<file path="config.mk">
export PLATFORM = sky130hd
export DESIGN_NAME = cpu_mem_responder
export DESIGN_NICKNAME = d
export VERILOG_FILES = /design/src/rtl/cpu_mem_pkg.sv /design/src/rtl/cpu_mem_ram16x8.sv /design/src/rtl/cpu_mem_responder.sv
export SDC_FILE = /design/constraint.sdc
export NUM_CORES = 1
export LEC_CHECK = 0
export BUFFER_PORTS_ARGS = -buffer_cell sky130_fd_sc_hd__buf_4
export CAP_MARGIN = 20
export CORE_UTILIZATION = 34
export DETAILED_ROUTE_END_ITERATION = 10
export PLACE_DENSITY = 0.58
export SETUP_SLACK_MARGIN = 0.02
export SLEW_MARGIN = 20
export SYNTH_ARGS = -nofsm -noshare
export SYNTH_HDL_FRONTEND = slang
export SYNTH_SLANG_ARGS = --single-unit
</file>
<file path="constraint.sdc">
create_clock -name clk -period 6.2 [get_ports clk]
set_input_delay 1.86 -clock clk [delete_from_list [all_inputs] [get_ports clk]]
set_output_delay 1.86 -clock clk [all_outputs]
set_load 0.02 [all_outputs]
</file>
<file path="src/rtl/cpu_mem_pkg.sv">
// cpu_mem_pkg
// Shared definitions for the CPU memory responder slice.
// Contents:
//   CPU_MEM_AW / CPU_MEM_DW   default address and data widths of the CPU bus
//   CPU_MEM_PROT_LIMIT        default first CPU-writable address, only used when
//                             CPU_MEM_WR_PROTECT_EN is defined
//   cpu_mem_state_t           responder state encoding (IDLE / LOAD / RUN)
package cpu_mem_pkg;

    localparam int CPU_MEM_AW         = 4;
    localparam int CPU_MEM_DW         = 8;
    localparam int CPU_MEM_PROT_LIMIT = 8;

    typedef enum logic [1:0] {
        IDLE = 2'd0,
        LOAD = 2'd1,
        RUN  = 2'd2
    } cpu_mem_state_t;

endpackage

</file>
<file path="src/rtl/cpu_mem_ram16x8.sv">
// cpu_mem_ram16x8
// Small RAM with one synchronous write port and one combinational read port.
// Contents are never cleared, so a reset elsewhere leaves loaded data intact.
// Ports:
//   clk    system clock
//   we     write enable, sampled on the rising edge
//   waddr  write address
//   wdata  write data
//   raddr  read address
//   rdata  read data, follows raddr with no clock latency
import cpu_mem_pkg::*;

module cpu_mem_ram16x8 #(
    parameter int AW = CPU_MEM_AW,
    parameter int DW = CPU_MEM_DW
) (
    input  logic          clk,
    input  logic          we,
    input  logic [AW-1:0] waddr,
    input  logic [DW-1:0] wdata,
    input  logic [AW-1:0] raddr,
    output logic [DW-1:0] rdata
);

    logic [DW-1:0] mem [2**AW];

    // Single write port; whoever owns the bus this cycle is chosen by the top.
    always_ff @(posedge clk) begin
        if (we) begin
            mem[waddr] <= wdata;
        end
    end

    // The CPU samples read data one edge after driving the address,
    // so the read path has to be purely combinational.
    assign rdata = mem[raddr];

endmodule

</file>
<file path="src/rtl/cpu_mem_responder.sv">
// cpu_mem_responder
// Memory-side responder for the CPU bus: a 16x8 RAM plus a byte-stream program
// loader that fills RAM from address 0 while holding the CPU in reset.
// Optional build macro: CPU_MEM_WR_PROTECT_EN drops CPU writes below PROT_LIMIT
// and flags them on a sticky prot_err.
// Ports:
//   clk, reset          clock and synchronous active-high reset
//   mem_address         CPU address
//   mem_data_w, mem_we  CPU write data / write enable (only honoured in RUN)
//   mem_data_r          read data for mem_address, combinational
//   cpu_reset_n         registered active-low reset to the CPU
//   ld_start            pulse: begin (or restart) a program load
//   run_start           pulse: release the CPU without loading
//   ld_valid, ld_data,
//   ld_last, ld_ready   loader byte stream handshake
//   ld_count            bytes accepted in the current/last load
//   wr_count            CPU writes performed, saturating at 255
//   prot_err            sticky write-protect violation flag
import cpu_mem_pkg::*;

module cpu_mem_responder #(
    parameter int AW = CPU_MEM_AW,
    parameter int DW = CPU_MEM_DW
`ifdef CPU_MEM_WR_PROTECT_EN
    , parameter int PROT_LIMIT = CPU_MEM_PROT_LIMIT
`endif
) (
    input  logic          clk,
    input  logic          reset,
    input  logic [AW-1:0] mem_address,
    input  logic [DW-1:0] mem_data_w,
    input  logic          mem_we,
    output logic [DW-1:0] mem_data_r,
    output logic          cpu_reset_n,
    input  logic          ld_start,
    input  logic          run_start,
    input  logic          ld_valid,
    input  logic [DW-1:0] ld_data,
    input  logic          ld_last,
    output logic          ld_ready,
    output logic [AW:0]   ld_count,
    output logic [7:0]    wr_count,
    output logic          prot_err
);

    localparam logic [AW:0] LD_MAX = {1'b1, {AW{1'b0}}};

    cpu_mem_state_t state, next_state;
    logic [AW-1:0]  ptr;
    logic           ld_restart;
    logic           ld_write;
    logic           cpu_write;
    logic           cpu_wr_ok;
    logic           ram_we;
    logic [AW-1:0]  ram_waddr;
    logic [DW-1:0]  ram_wdata;

`ifdef CPU_MEM_WR_PROTECT_EN
    assign cpu_wr_ok = (int'(mem_address) >= PROT_LIMIT);
`else
    assign cpu_wr_ok = 1'b1;
`endif

    // State register.
    always_ff @(posedge clk) begin
        if (reset) begin
            state <= IDLE;
        end else begin
            state <= next_state;
        end
    end

    // Next-state and strobes. A byte offered alongside ld_start in LOAD is
    // dropped because the restart wins. Reaching the last RAM location ends
    // the load even without ld_last, so ld_ready is low before any overflow.
    always_comb begin
        next_state = state;
        ld_ready   = 1'b0;
        ld_restart = 1'b0;
        ld_write   = 1'b0;
        cpu_write  = 1'b0;
        unique case (state)
            IDLE: begin
                if (ld_start) begin
                    next_state = LOAD;
                    ld_restart = 1'b1;
                end else if (run_start) begin
                    next_state = RUN;
                end
            end
            LOAD: begin
                ld_ready = 1'b1;
                if (ld_start) begin
                    ld_restart = 1'b1;
                end else if (ld_valid) begin
                    ld_write = 1'b1;
                    if (ld_last || (ptr == '1)) begin
                        next_state = RUN;
                    end
                end
            end
            RUN: begin
                cpu_write = mem_we && cpu_wr_ok;
                if (ld_start) begin
                    next_state = LOAD;
                    ld_restart = 1'b1;
                end
            end
            default: begin
                next_state = IDLE;
            end
        endcase
    end

    // Loader and CPU never own the write port in the same state.
    always_comb begin
        ram_we    = ld_write || cpu_write;
        ram_waddr = ld_write ? ptr     : mem_address;
        ram_wdata = ld_write ? ld_data : mem_data_w;
    end

    // Datapath registers. cpu_reset_n rises one edge after RUN is entered,
    // but drops on the very edge that leaves RUN so the CPU never runs
    // while the loader owns memory.
    always_ff @(posedge clk) begin
        if (reset) begin
            ptr         <= '0;
            ld_count    <= '0;
            wr_count    <= '0;
            prot_err    <= 1'b0;
            cpu_reset_n <= 1'b0;
        end else begin
            cpu_reset_n <= (state == RUN) && (next_state == RUN);
            if (ld_restart) begin
                ptr      <= '0;
                ld_count <= '0;
            end else if (ld_write) begin
                ptr <= ptr + 1'b1;
                if (ld_count != LD_MAX) begin
                    ld_count <= ld_count + 1'b1;
                end
            end
            if (cpu_write && (wr_count != 8'hFF)) begin
                wr_count <= wr_count + 8'd1;
            end
`ifdef CPU_MEM_WR_PROTECT_EN
            if ((state == RUN) && mem_we && !cpu_wr_ok) begin
                prot_err <= 1'b1;
            end else if (ld_start) begin
                prot_err <= 1'b0;
            end
`else
            prot_err <= 1'b0;
`endif
        end
    end

    cpu_mem_ram16x8 #(
        .AW(AW),
        .DW(DW)
    ) u_ram (
        .clk   (clk),
        .we    (ram_we),
        .waddr (ram_waddr),
        .wdata (ram_wdata),
        .raddr (mem_address),
        .rdata (mem_data_r)
    );

endmodule

</file>
==> flow_metrics.tcl, run 1 <==
set metrics [dict create \
    status "finished clean" \
    hold_violations 0 \
    postSynthNetCount 398 \
    worstPathCellList "buf_4 -> mux4_1 -> a22oi_1 -> nand2_1 -> buf_4" \
    yosysTopAreaCellShare_pct 63.20 \
    cap_violations 0 \
    crit_arrival_ns 3.63 \
    total_leakage_power_nw 2.480 \
    wl_um 12490 \
    synth-seq-cells 148 \
    root_buffer "clkbuf_16" \
    met3_usage_pct 4.340 \
    dieWidth_um 135.7 \
    drt_iter0_drc 228 \
    placementRows 48 \
    htree_num_levels 4 \
    setup_viol 0 \
    crit_family "buffers and inverters" \
    ys_top_cells_by_area "edfxtp_1 (63%), mux4_2 (7.0%), dfxtp_1 (6.6%), mux4_1 (5.6%), nand2_1 (2.3%)" \
    netlist_area_um2 6082 \
    ys_seq_area_share_pct 69.78 \
    grt_max_degree 36 \
    areaGrowthSynthToFinish_pct 18.19 \
    portBuffers 49 \
    crit_buf_inv 2 \
    yosys_warnings 0 \
    wl_per_cell_um 19.13 \
    path_max_fanout 35 \
    p_total_mw 2.217 \
    cts_hold_buf 0 \
    first_pass_iters 4 \
    hpwl_um 8097 \
    routabilityCongestion 0.6993 \
    clk_latency_ns 0.42 \
    dieArea_um2 18430 \
    maxSlewViolCount 0 \
    grt.met1_usage_pct 20.22 \
    antenna_found_initial 0 \
    start_kind "input port" \
    fin_setup_tns_ns 0 \
    power.density_nw_per_um2 308.5 \
    grt_pass1_vias 3382 \
    ios 51 \
    grt_use_total_pct 14.76 \
    via_per_inst 5.092 \
    vias 3325 \
    peakVddDrop_mv 0.1996 \
    async_reset_ff_share_pct 0 \
    clk_transition_reported_paths_ns 0.05 \
    period_share_pct 88.57 \
    fin_nets 447 \
    cts_resized 0 \
    cp.required_ns 4.34 \
    path_class "input port to output pin" \
    synth-edff-count 128 \
    cts_tree "yes" \
    yosysTopAreaCell "edfxtp_1" \
    cpMaxStageDelayCell "mux4_1" \
    ant_nets 0 \
    n_antenna_cell 0 \
    critPathMaxStageDelay_ns 0.64 \
    drive_gt1_share_pct 22.20 \
    core_um2 17360 \
    cts_made_buffers 17 \
    worst_slew_pin_slew_ns 0.9034 \
    die_y_um 135.7 \
    initial_utilization_pct 35.04 \
    timing.fmax_mhz 182.1 \
    pre_cts_slack_ns 0.6678 \
    ys.flop_type "edfxtp_1" \
    worst_slack_ns 0.7088 \
    clk_path_buf_depth 2 \
    drcViolationCount 0 \
    busiest_layer "met2" \
    postSynthAreaPerCell_um2 16.57 \
    synth_cells 367 \
    max-slew-margin-rel_pct 39.43 \
    cts_sinks 148 \
    grtUsageMet2_pct 22.39 \
    hold_path.class "register to register" \
    period_needed_ns 5.491 \
    crit_top_cell "buf_4" \
    cts_setup_buffers 0 \
    fin_skew_ns 0.01152 \
    overflow 0 \
    rsz0062_at_grt "no" \
    end_kind "output pin" \
    ys_types 41 \
    grt_pass1_wl_um 19370 \
]
[report_power, final]
| group | total (mW) | internal (mW) | switching (mW) |
|---|---|---|---|
| Sequential | 1.10 | 1.09 | 0.00302 |
| Combinational | 0.122 | 0.0477 | 0.0747 |
| Clock | 0.999 | 0.629 | 0.370 |
[through the flow]
stage	cell area (um2)	std cells	utilization (%)	hold slack, ns
global placement	6613	622	38.10	0.5204
global route	7188	653	41.41	0.5885
detailed placement	6613	622	38.10	0.5380
finish	7188	653	41.41	0.5530
floorplan	6082	367	-	0.4944
CTS	7188	653	41.41	0.5551
[Yosys cell counts (4+ instances only)]
library cell  count
edfxtp_1        128
nand2_1          38
nor2_1           38
dfxtp_1          20
mux4_2           19
a22oi_1          16
mux4_1           13
xor2_1           10
a21oi_1           9
buf_2             7
clkbuf_1          6
nand4_1           5
nor2b_1           5
and3_1            4
ha_1              4
[final timing paths]
check | end | slack [ns] | from | depth (start not counted)
setup / recovery | mem_data_r[1] | 0.71 | mem_address[0] | 5
setup reg to reg | u_ram.mem[10][7]$_DFFE_PP_ | 3.32 | state[0]$_SDFF_PP0_ | 4
hold reg to reg | cpu_reset_n$_SDFF_PP0_ | 0.55 | state[1]$_SDFF_PP0_ | 1
hold / removal | cpu_reset_n$_SDFF_PP0_ | 0.55 | state[1]$_SDFF_PP0_ | 1
[cell type report]
type / count / area (um2)
repair buffers: 49 / 367.9
well taps: 225 / 281.5
clock inverters: 9 / 131.4
inverters: 3 / 11.26
fillers: 1553 / 10170
flip-flops and latches: 148 / 4244
multi-input cells: 197 / 1708
clock buffers: 22 / 444.2
[routing by layer]
layer | routed length, um | up-vias
li1 | - | 1532
met1 | 5931 | 1691
met2 | 5785 | 90
met3 | 601 | 12
met4 | 171 | 0
met5 | 0 | -
[state kept, by name, indices dropped and copies added, names as in the netlist]
name	count
ptr	4
cpu_reset_n	1
state	2
ld_count	5
u_ram.mem	128
wr_count	8
[cell families (layout without fill, tap and decap cells)]
family	Yosys count	in the layout	synth area share [%]
flip-flops	148	148	69.78
AND/OR/NAND/NOR	109	109	8.352
AO/OA/AOI/OAI	36	36	3.970
multiplexers	34	34	13.00
buffers and inverters	22	83	2.139
XOR/XNOR	13	13	1.872
adder cells (fa/ha/maj)	4	4	0.8229
other	1	1	0.06166
[layout by cell type (no fill, tap or decap), types with 2 or more instances in the layout]
| master | instances |
|---|---|
| nor3_1 | 3 |
| bufinv_16 | 3 |
| inv_1 | 3 |
| and3_1 | 4 |
| nor2b_1 | 5 |
| o21ai_0 | 3 |
| o211ai_1 | 2 |
| nand2b_1 | 2 |
| clkbuf_1 | 5 |
| ha_1 | 4 |
| a22oi_1 | 16 |
| clkbuf_16 | 17 |
| and2_1 | 3 |
| xnor2_1 | 3 |
| nand4_1 | 5 |
| nand2_1 | 38 |
| edfxtp_1 | 128 |
| dfxtp_1 | 20 |
| nand3_1 | 3 |
| mux4_2 | 19 |
| nor3b_1 | 3 |
| mux4_1 | 13 |
| clkinvlp_4 | 2 |
| buf_4 | 49 |
| xor2_1 | 10 |
| a31oi_1 | 2 |
| clkinv_4 | 2 |
| a21oi_1 | 9 |
| nor2_1 | 38 |
No activity file was read; power rests on OpenSTA's default activity.
==> inputs of run 2 (changes only) <==
- PLACE_DENSITY: 0.58 -> unset
- PLACE_DENSITY_LB_ADDON: unset -> 0.12
==> run 2 against run 1 <==
  * Via count fell by 2.3%
  * Sequential power about the same
  * Global-route usage is 0.39 points higher
  * Critical path type unchanged
  * First-iteration DRC count up 38%
  * Largest cell class unchanged
  * Highest routed layer unchanged
  * Sequential share of layout area is essentially flat
  * Die area stayed put
  * Power down 1.9%
  * Cell area is essentially flat
  * Clock power shrank 4.2%
==> flow_metrics.tcl, run 2 (synthesis results as in run 1) <==
set metrics [dict create \
    status "finished clean" \
    drt_iter0_drc 314 \
    max-slew-margin-rel_pct 37.35 \
    multi_input_area_um2 1708 \
    overflow 0 \
    hold_path.class "register to register" \
    stdcell_count 656 \
    combinationalPowerShare_pct 5.6 \
    finalInstanceArea_um2 7184 \
    drcViolationCount 0 \
    wl_um 12820 \
    end_kind "output pin" \
    die_y_um 135.7 \
    p_total_mw 2.174 \
    dieWidth_um 135.7 \
    cap_violations 0 \
    fin_skew_ns 0.005121 \
    clock_power_share_pct 44.0 \
    cts_tree "yes" \
    core_um2 17360 \
    largest_register_ffs 128 \
    path_max_fanout 35 \
    start_kind "input port" \
    fin_nets 449 \
    grt_pass1_vias 3350 \
    fillers 1594 \
    worst_slack_ns 0.7194 \
    ant_nets 0 \
    period_needed_ns 5.481 \
    placementRows 48 \
    setup_viol 0 \
    portBuffers 49 \
    hpwl_um 8288 \
    dp.cells 624 \
    drive_gt1_share_pct 23.67 \
    period_share_pct 88.40 \
    clk_transition_reported_paths_ns 0.06 \
    switching_share_pct 22.16 \
    ios 51 \
    root_buffer "clkbuf_16" \
    cts_setup_buffers 0 \
    clk_latency_ns 0.41 \
    via_per_inst 4.951 \
    whs_ns 0.5413 \
    layout_commonest_cell "edfxtp_1" \
    power.switching_uw 481.8 \
    grt_max_degree 36 \
    final_cell_mix "edfxtp_1 (128), buf_4 (51), nor2_1 (38), nand2_1 (38), dfxtp_1 (20)" \
    clk_path_buf_depth 2 \
    regMostFlops "u_ram.mem" \
    timing.fmax_mhz 182.5 \
    power.density_nw_per_um2 302.6 \
    first_pass_iters 4 \
    total_leakage_power_nw 2.471 \
    grt_use_total_pct 15.15 \
    path_class "input port to output pin" \
    wl_per_cell_um 19.54 \
    n_antenna_cell 0 \
    postPlaceCellArea_um2 6628 \
    seq_power_share_pct 50.4 \
    grt_pass1_wl_um 19840 \
    routabilityCongestion 0.7051 \
    cts_resized 0 \
    vias 3248 \
    hold_violations 0 \
    pre_cts_slack_ns 0.6577 \
    peakVddDrop_mv 0.2125 \
    worst_slew_pin_slew_ns 0.9362 \
    intPower_mw 1.692 \
    maxSlewViolCount 0 \
    reg_top3 "u_ram.mem x128, wr_count x8, ld_count x5" \
    antenna_found_initial 0 \
    htree_num_levels 4 \
    cts_hold_buf 0 \
    crit_arrival_ns 3.62 \
    fin_setup_tns_ns 0 \
    dieArea_um2 18430 \
    cp.required_ns 4.34 \
    cts_sinks 148 \
    cts_made_buffers 17 \
    rsz0062_at_grt "no" \
    areaGrowthSynthToFinish_pct 18.12 \
    initial_utilization_pct 35.04 \
    utilization_pct 41.39 \
    regArea_um2 4244 \
]
run 2: final timing paths:
| kind | startpoint | endpoint | slack (ns) | depth (start not counted) |
|---|---|---|---|---|
| worst max register to register | state[0]$_SDFF_PP0_ | u_ram.mem[8][2]$_DFFE_PP_ | 3.71 | 4 |
| worst max-delay path | mem_address[0] | mem_data_r[0] | 0.72 | 5 |
| worst min-delay path | ld_count[4]$_SDFFE_PP0P_ | ld_count[4]$_SDFFE_PP0P_ | 0.54 | 2 |
| worst min register to register | ld_count[4]$_SDFFE_PP0P_ | ld_count[4]$_SDFFE_PP0P_ | 0.54 | 2 |
run 2: cell type report:
type,instances,share of cell area (%)
clock inverters,15,1.829
clock buffers,17,5.921
flip-flops and latches,148,59.07
well taps,225,3.918
inverters,3,0.1567
multi-input cells,197,23.77
repair buffers,51,5.329
run 2: layer usage:
layer  wire (um)  vias to the layer above  track usage (%)
met3         695                        8            4.340
met2        5993                       82            23.50
met5           0                        -                0
li1            -                     1540                -
met1        6013                     1618            20.41
met4         116                        0            4.931
run 2: power groups by stage:
stage          Clock, mW  Sequential, mW  Combinational [mW]
2_1_floorplan          0            1.12              0.0769
3_3_place_gp           0            1.12               0.124
3_5_place_dp           0            1.12               0.126
4_1_cts            0.974            1.10               0.126
5_1_grt             1.02            1.10               0.134
6_report           0.957            1.10               0.122
run 2: worst max-delay path: stages:
cell and delay, ns:
buf_4 0.52, mux4_2 0.59, a22oi_1 0.31, nand2_1 0.13, buf_4 0.18
